[src/rtl/float_ci_pkg.sv]
// Shared opcodes, FSM state type and float helpers for the float custom-instruction unit.
package float_ci_pkg;

  localparam logic [2:0] OP_FMUL = 3'd0;
  localparam logic [2:0] OP_I2F  = 3'd1;
  localparam logic [2:0] OP_F2I  = 3'd2;
  localparam logic [2:0] OP_PASS = 3'd3;

  localparam logic [31:0] FP_INF  = 32'h7F80_0000;
  localparam logic [31:0] FP_QNAN = 32'h7FC0_0000;

  typedef enum logic [1:0] {IDLE, EXEC, NORM, DONE} state_t;

  // Finishes a single-precision multiply from the raw 24x24 mantissa product (truncating).
  function automatic logic [31:0] fmul_pack(input logic [31:0] a, input logic [31:0] b,
                                            input logic [47:0] prod);
    logic              sgn;
    logic              a_nan, b_nan, a_inf, b_inf, a_zero, b_zero;
    logic signed [10:0] e;
    logic [22:0]       m;
    sgn    = a[31] ^ b[31];
    a_nan  = (a[30:23] == 8'hFF) && (a[22:0] != '0);
    b_nan  = (b[30:23] == 8'hFF) && (b[22:0] != '0);
    a_inf  = (a[30:23] == 8'hFF) && (a[22:0] == '0);
    b_inf  = (b[30:23] == 8'hFF) && (b[22:0] == '0);
    a_zero = (a[30:23] == 8'h00);
    b_zero = (b[30:23] == 8'h00);
    e = $signed({3'b000, a[30:23]}) + $signed({3'b000, b[30:23]}) - 11'sd127;
    if (prod[47]) begin
      m = prod[46:24];
      e = e + 11'sd1;
    end else begin
      m = prod[45:23];
    end
    if (a_nan || b_nan || (a_inf && b_zero) || (b_inf && a_zero)) return FP_QNAN;
    if (a_inf || b_inf) return FP_INF | {sgn, 31'b0};
    if (a_zero || b_zero || (e <= 11'sd0)) return {sgn, 31'b0};
    if (e >= 11'sd255) return FP_INF | {sgn, 31'b0};
    return {sgn, e[7:0], m};
  endfunction

  function automatic logic [31:0] i2f_pack(input logic sgn, input logic [31:0] mag,
                                           input logic [5:0] lz);
    logic [31:0] norm;
    logic [7:0]  e;
    if (mag == '0) return '0;
    norm = mag << lz;
    e    = 8'd158 - {2'b00, lz};
    return {sgn, e, norm[30:8]};
  endfunction

  function automatic logic [31:0] f2i(input logic [31:0] a);
    logic [31:0] mag;
    if ((a[30:23] == 8'hFF) && (a[22:0] != '0)) return '0;
    if (a[30:23] < 8'd127) return '0;
    if (a[30:23] >= 8'd158) return a[31] ? 32'h8000_0000 : 32'h7FFF_FFFF;
    mag = {1'b1, a[22:0], 8'h00} >> (8'd158 - a[30:23]);
    return a[31] ? (~mag + 32'd1) : mag;
  endfunction

endpackage

[src/rtl/lzc32.sv]
// 32-bit leading-zero counter; an all-zero input reports 32.
module lzc32 (
  input  logic [31:0] data,
  output logic [5:0]  count
);

  always_comb begin
    count = 6'd32;
    // Ascending scan: the last hit is the most significant set bit.
    for (int unsigned i = 0; i < 32; i++) begin
      if (data[i]) count = 6'(31 - i);
    end
  end

endmodule

[src/rtl/float_ci_unit.sv]
// Multi-cycle float custom instruction: FMUL, I2F, F2I, PASS with fixed start-to-done latency.
module float_ci_unit
  import float_ci_pkg::*;
#(
  parameter int unsigned LATENCY = 3
) (
  input  logic        CLK,
  input  logic        RESET,
  input  logic        s2_clk_en,
  input  logic        s2_start,
  input  logic [2:0]  s2_n,
  input  logic [31:0] s2_dataa,
  input  logic [31:0] s2_datab,
  output logic        s2_done,
  output logic [31:0] s2_result
);

  // EXEC absorbs any latency beyond the three mandatory stages.
  localparam logic [15:0] EXEC_LAST = (LATENCY > 3) ? 16'(LATENCY - 3) : 16'd0;

  state_t      state;
  logic [15:0] cnt;
  logic [2:0]  op_q;
  logic [31:0] a_q, b_q;
  logic [47:0] prod_q;
  logic [31:0] res_q;
  logic [31:0] res_next;
  logic [31:0] i2f_mag;
  logic [5:0]  i2f_lz;
  logic [23:0] man_a, man_b;

  assign man_a   = {1'b1, a_q[22:0]};
  assign man_b   = {1'b1, b_q[22:0]};
  assign i2f_mag = a_q[31] ? (~a_q + 32'd1) : a_q;

  lzc32 u_lzc (
    .data  (i2f_mag),
    .count (i2f_lz)
  );

  always_comb begin
    res_next = '0;
    case (op_q)
      OP_FMUL: res_next = fmul_pack(a_q, b_q, prod_q);
      OP_I2F:  res_next = i2f_pack(a_q[31], i2f_mag, i2f_lz);
      OP_F2I:  res_next = f2i(a_q);
      OP_PASS: res_next = a_q;
      default: res_next = '0;
    endcase
  end

  always_ff @(posedge CLK) begin
    if (RESET) begin
      state     <= IDLE;
      cnt       <= '0;
      op_q      <= '0;
      a_q       <= '0;
      b_q       <= '0;
      prod_q    <= '0;
      res_q     <= '0;
      s2_done   <= 1'b0;
      s2_result <= '0;
    end else if (!s2_clk_en) begin
      // Done is a strobe: it never survives into a stalled cycle.
      s2_done <= 1'b0;
    end else begin
      s2_done <= 1'b0;
      case (state)
        IDLE: begin
          if (s2_start) begin
            op_q  <= s2_n;
            a_q   <= s2_dataa;
            b_q   <= s2_datab;
            cnt   <= '0;
            state <= EXEC;
          end
        end
        EXEC: begin
          prod_q <= 48'(man_a) * 48'(man_b);
          if (cnt == EXEC_LAST) state <= NORM;
          else cnt <= cnt + 16'd1;
        end
        NORM: begin
          res_q <= res_next;
          state <= DONE;
        end
        DONE: begin
          s2_result <= res_q;
          s2_done   <= 1'b1;
          state     <= IDLE;
        end
        default: state <= IDLE;
      endcase
    end
  end

endmodule

[config.mk]
export PLATFORM = sky130hd
export DESIGN_NAME = float_ci_unit
export DESIGN_NICKNAME = d
export VERILOG_FILES = /design/src/rtl/float_ci_pkg.sv /design/src/rtl/lzc32.sv /design/src/rtl/float_ci_unit.sv
export SDC_FILE = /design/constraint.sdc
export NUM_CORES = 2
export LEC_CHECK = 0
export CAP_MARGIN = 20
export CORE_ASPECT_RATIO = 0.9
export CORE_MARGIN = 3
export CORE_UTILIZATION = 45
export CTS_CLUSTER_DIAMETER = 30
export DETAILED_ROUTE_END_ITERATION = 8
export PLACE_DENSITY_LB_ADDON = 0.1
export REMOVE_ABC_BUFFERS = 1
export SETUP_SLACK_MARGIN = 0.05
export SYNTH_ARGS = -nofsm -noshare
export SYNTH_HDL_FRONTEND = slang
export SYNTH_SLANG_ARGS = --single-unit
[constraint.sdc]
create_clock -name CLK -period 14.3 [get_ports CLK]
set_input_delay 2.145 -clock CLK [delete_from_list [all_inputs] [get_ports CLK]]
set_output_delay 2.145 -clock CLK [all_outputs]
set_load 0.03 [all_outputs]
==> metrics.md <==
| Metric | Value |
|---|---|
| Max_cap viols | `0` |
| Chip Width | `292 µm` |
| Synth Register Bits | `175` |
| Initial antenna violation count | `1` |
| Hold buffer count at CTS | `0` |
| Max-slew violation count | `0` |
| Clock skew | `0.0142 ns` |
| Count of cell types in the netlist | `114` |
| GR peak layer | `met2` |
| Clk buf depth | `2` |
| Met2 Track Usage GR | `0.455` |
| DRT Wirelength | `115000 µm` |
| Setup violators final | `0` |
| Internal power | `1110 µW` |
| Final GP Congestion | `1.00` |
| Largest net degree at the start of global routing | `80` |
| Min cycle time layout | `9.20 ns` |
| Setup bufs post-CTS | `0` |
| Die area | `77200 µm²` |
| Gate power share | `0.507` |
| Share of cells above drive strength 1 | `0.0617` |
| Startpoint types | `register` |
| Area occupied by multi-input gates | `26400 µm²` |
| Diode count | `0` |
| Syn Area/Cell | `8.07 µm²` |
| PD cells | `58.8 nW/µm²` |
| Vias in the first global route | `29.5k` |
| Max Freq | `109 MHz` |
| Synth top cells by count | `nand2_1 (698), inv_1 (573), fa_1 (482)` |
| Crit path DAT | `9.63 ns` |
| Fillers | `7272` |
| # H-tree levels | `4` |
| CP max FO | `18` |
| Fin area | `35600 µm²` |
| Relative slew slack | `0.249` |
| Final hold viol count | `0` |
| Area Growth Syn to Fin | `7.00%` |
| Synth area leader | `fa_1` |
| Remaining DRCs | `0` |
| Initial cell density of the core | `0.459` |
| Critical path type | `reg2reg` |
| Post-synth top flop | `dfxtp_1` |
| FP Rows | `93` |
| Mapped cell area | `33200 µm²` |
| Vias per cell | `5.88` |
| Sequential cell area fraction in the yosys report | `0.105` |
| Worst path required time | `14.73 ns` |
| First-pass GRT wire length | `180000 µm` |
| Worst hold-check path type | `reg2reg` |
| Final HPWL DP | `86300 µm` |
| Layout Utilization | `0.491` |
| EDFF count, synth | `0` |
| Met1 Use GR | `0.441` |
| Wire per inst | `23.0 µm` |
| CTS clock-pin slew for the worst setup and hold paths | `0.08 ns` |
| Synth area leaders | `fa_1 (29%), dfxtp_1 (11%), nand2_1 (7.9%)` |
| Sequential cell area | `3530 µm²` |
| Clk_lat worst skew | `0.50 ns` |
| Status | `complete, no violations` |
| Routed via count | `29.4k` |
| Crit end category | `register` |
| Max VDD drop | `88.9 µV` |
| Area share of the largest cell type after synthesis | `0.290` |
| Most frequent cell after synthesis | `nand2_1` |
| DRT iter0 DRCs | `2929` |
| Clock buffer count from CTS | `17` |
| Nets@finish | `4791` |
| Sw Pwr | `982 µW` |
| Switching share of power | `0.469` |
| Synth Instances | `4119` |
| Pleak | `0.0151 µW` |
| CTS root buf | `clkbuf_16` |
| RSZ-0062 raised after global routing | `false` |
| Fin Setup TNS | `0 ns` |
| Fraction of registers with async set/reset | `0` |
| DR pass1 iterations | `6` |
| Die height | `264 µm` |
| IO Count | `104` |
| Crit share post-route | `0.644` |
| CTS tree | `yes` |
| Final ANT Viol Nets | `0` |
| Met3 GRT Util | `0.0746` |
| IO Port Bufs | `103` |
| Overall Global Routing Usage | `0.304` |
| Placed Area | `35000 µm²` |
| Core area | `72400 µm²` |
| Yosys synthesis warning count | `0` |
| Post-CTS sizing | `0` |
| Slew @ Worst Pin | `1.12 ns` |
| Power, Total | `2090 µW` |
| Grt ovf | `0` |
| Clk sink count | `175` |
| Clock group share of total power | `0.238` |
| Flop pwr share | `0.255` |
worst max-delay path: stages, from the launching register on:
cell and delay, ns:
dfxtp_2 0.31, buf_4 0.32, clkinv_1 0.73, nor2_1 0.44, fa_1 0.48, fa_1 0.55
fa_1 0.55, inv_1 0.06, fa_1 0.48, fa_1 0.46, fa_1 0.51, inv_1 0.05
fa_1 0.37, ha_1 0.34, o21ai_0 0.16, nand2b_1 0.10, and3_1 0.20, a22o_1 0.19
a31o_2 0.30, a221oi_1 0.50, o211ai_1 0.29, a221oi_1 0.53, nor2_1 0.11, a2111oi_1 0.66
xnor2_1 0.19, nand2_1 0.07, a21oi_1 0.16
cell families (layout without fill, tap and decap cells):
kind of cell	after synthesis	after routing	synth area share
compound gates	706	706	0.142
xor+xnor	106	106	0.0286
fa+ha+maj	681	681	0.365
buf+inv	869	802	0.103
flops	175	175	0.105
mux	138	138	0.0485
simple gates	1444	1444	0.207
cells in the final DEF, fill, tap and decap left out, types with 99 or more instances in the layout:
cell type | netlist | final
a21oi_1 | 228 | 228
and2_1 | 219 | 219
clkdlybuf4s50_1 | 0 | 102
dfxtp_1 | 175 | 156
fa_1 | 482 | 482
ha_1 | 199 | 198
inv_1 | 573 | 573
mux2i_1 | 99 | 99
nand2_1 | 698 | 698
nor2_1 | 175 | 175
o21ai_0 | 134 | 134
stage by stage:
step / hold WS (ns) / setup slack [ns] / cells
after floorplan: 0.423 / 6.05 / 3828
after global placement: 0.443 / 5.17 / 4967
after detailed placement: 0.448 / 5.17 / 4968
after CTS: 0.456 / 5.14 / 5000
after global routing: 0.474 / 4.67 / 5002
final: 0.455 / 5.10 / 5002
final timing paths:
kind / startpoint / to / slack [ns] / cells after the start
worst max-delay path: a_q[22]$_SDFFE_PP0P_ / prod_q[46]$_SDFFE_PP0P_ / 5.10 / 26
worst max register to register: a_q[22]$_SDFFE_PP0P_ / prod_q[46]$_SDFFE_PP0P_ / 5.10 / 26
worst min-delay path: s2_result[3]$_SDFFE_PP0P_ / s2_result[3]$_SDFFE_PP0P_ / 0.45 / 2
worst min register to register: s2_result[3]$_SDFFE_PP0P_ / s2_result[3]$_SDFFE_PP0P_ / 0.45 / 2
flip-flops by register name (all words and copies together) (netlist names):
| register | cells |
|---|---|
| state | 2 |
| a_q | 32 |
| b_q | 32 |
| cnt | 16 |
| prod_q | 25 |
| res_q | 32 |
| s2_done | 1 |
| op_q | 3 |
| s2_result | 32 |
cell type report:
| type | instances | share of cell area |
|---|---|---|
| Clock buffer | 18 | 0.0123 |
| Timing Repair Buffer | 192 | 0.0485 |
| Multi-Input combinational cell | 3075 | 0.741 |
| Tap cell | 950 | 0.0334 |
| Clock inverter | 14 | 0.00419 |
| Sequential cell | 175 | 0.0992 |
| Inverter | 578 | 0.0611 |
layer usage:
metal / routed length [µm] / vias up
met1: 51900 / 14600
met3: 10900 / 162
li1: - / 13300
met5: 57 / -
met2: 49700 / 1274
met4: 2540 / 2
power by group through the flow:
stage	sequential, µW	combinational [µW]	clock, µW
after global routing	535	1150	528
after CTS	532	1040	511
after global placement	543	1030	0
after detailed placement	544	1030	0
final	533	1060	498
after floorplan	563	660	0
Note: power is estimated with default switching activity, not from simulation.
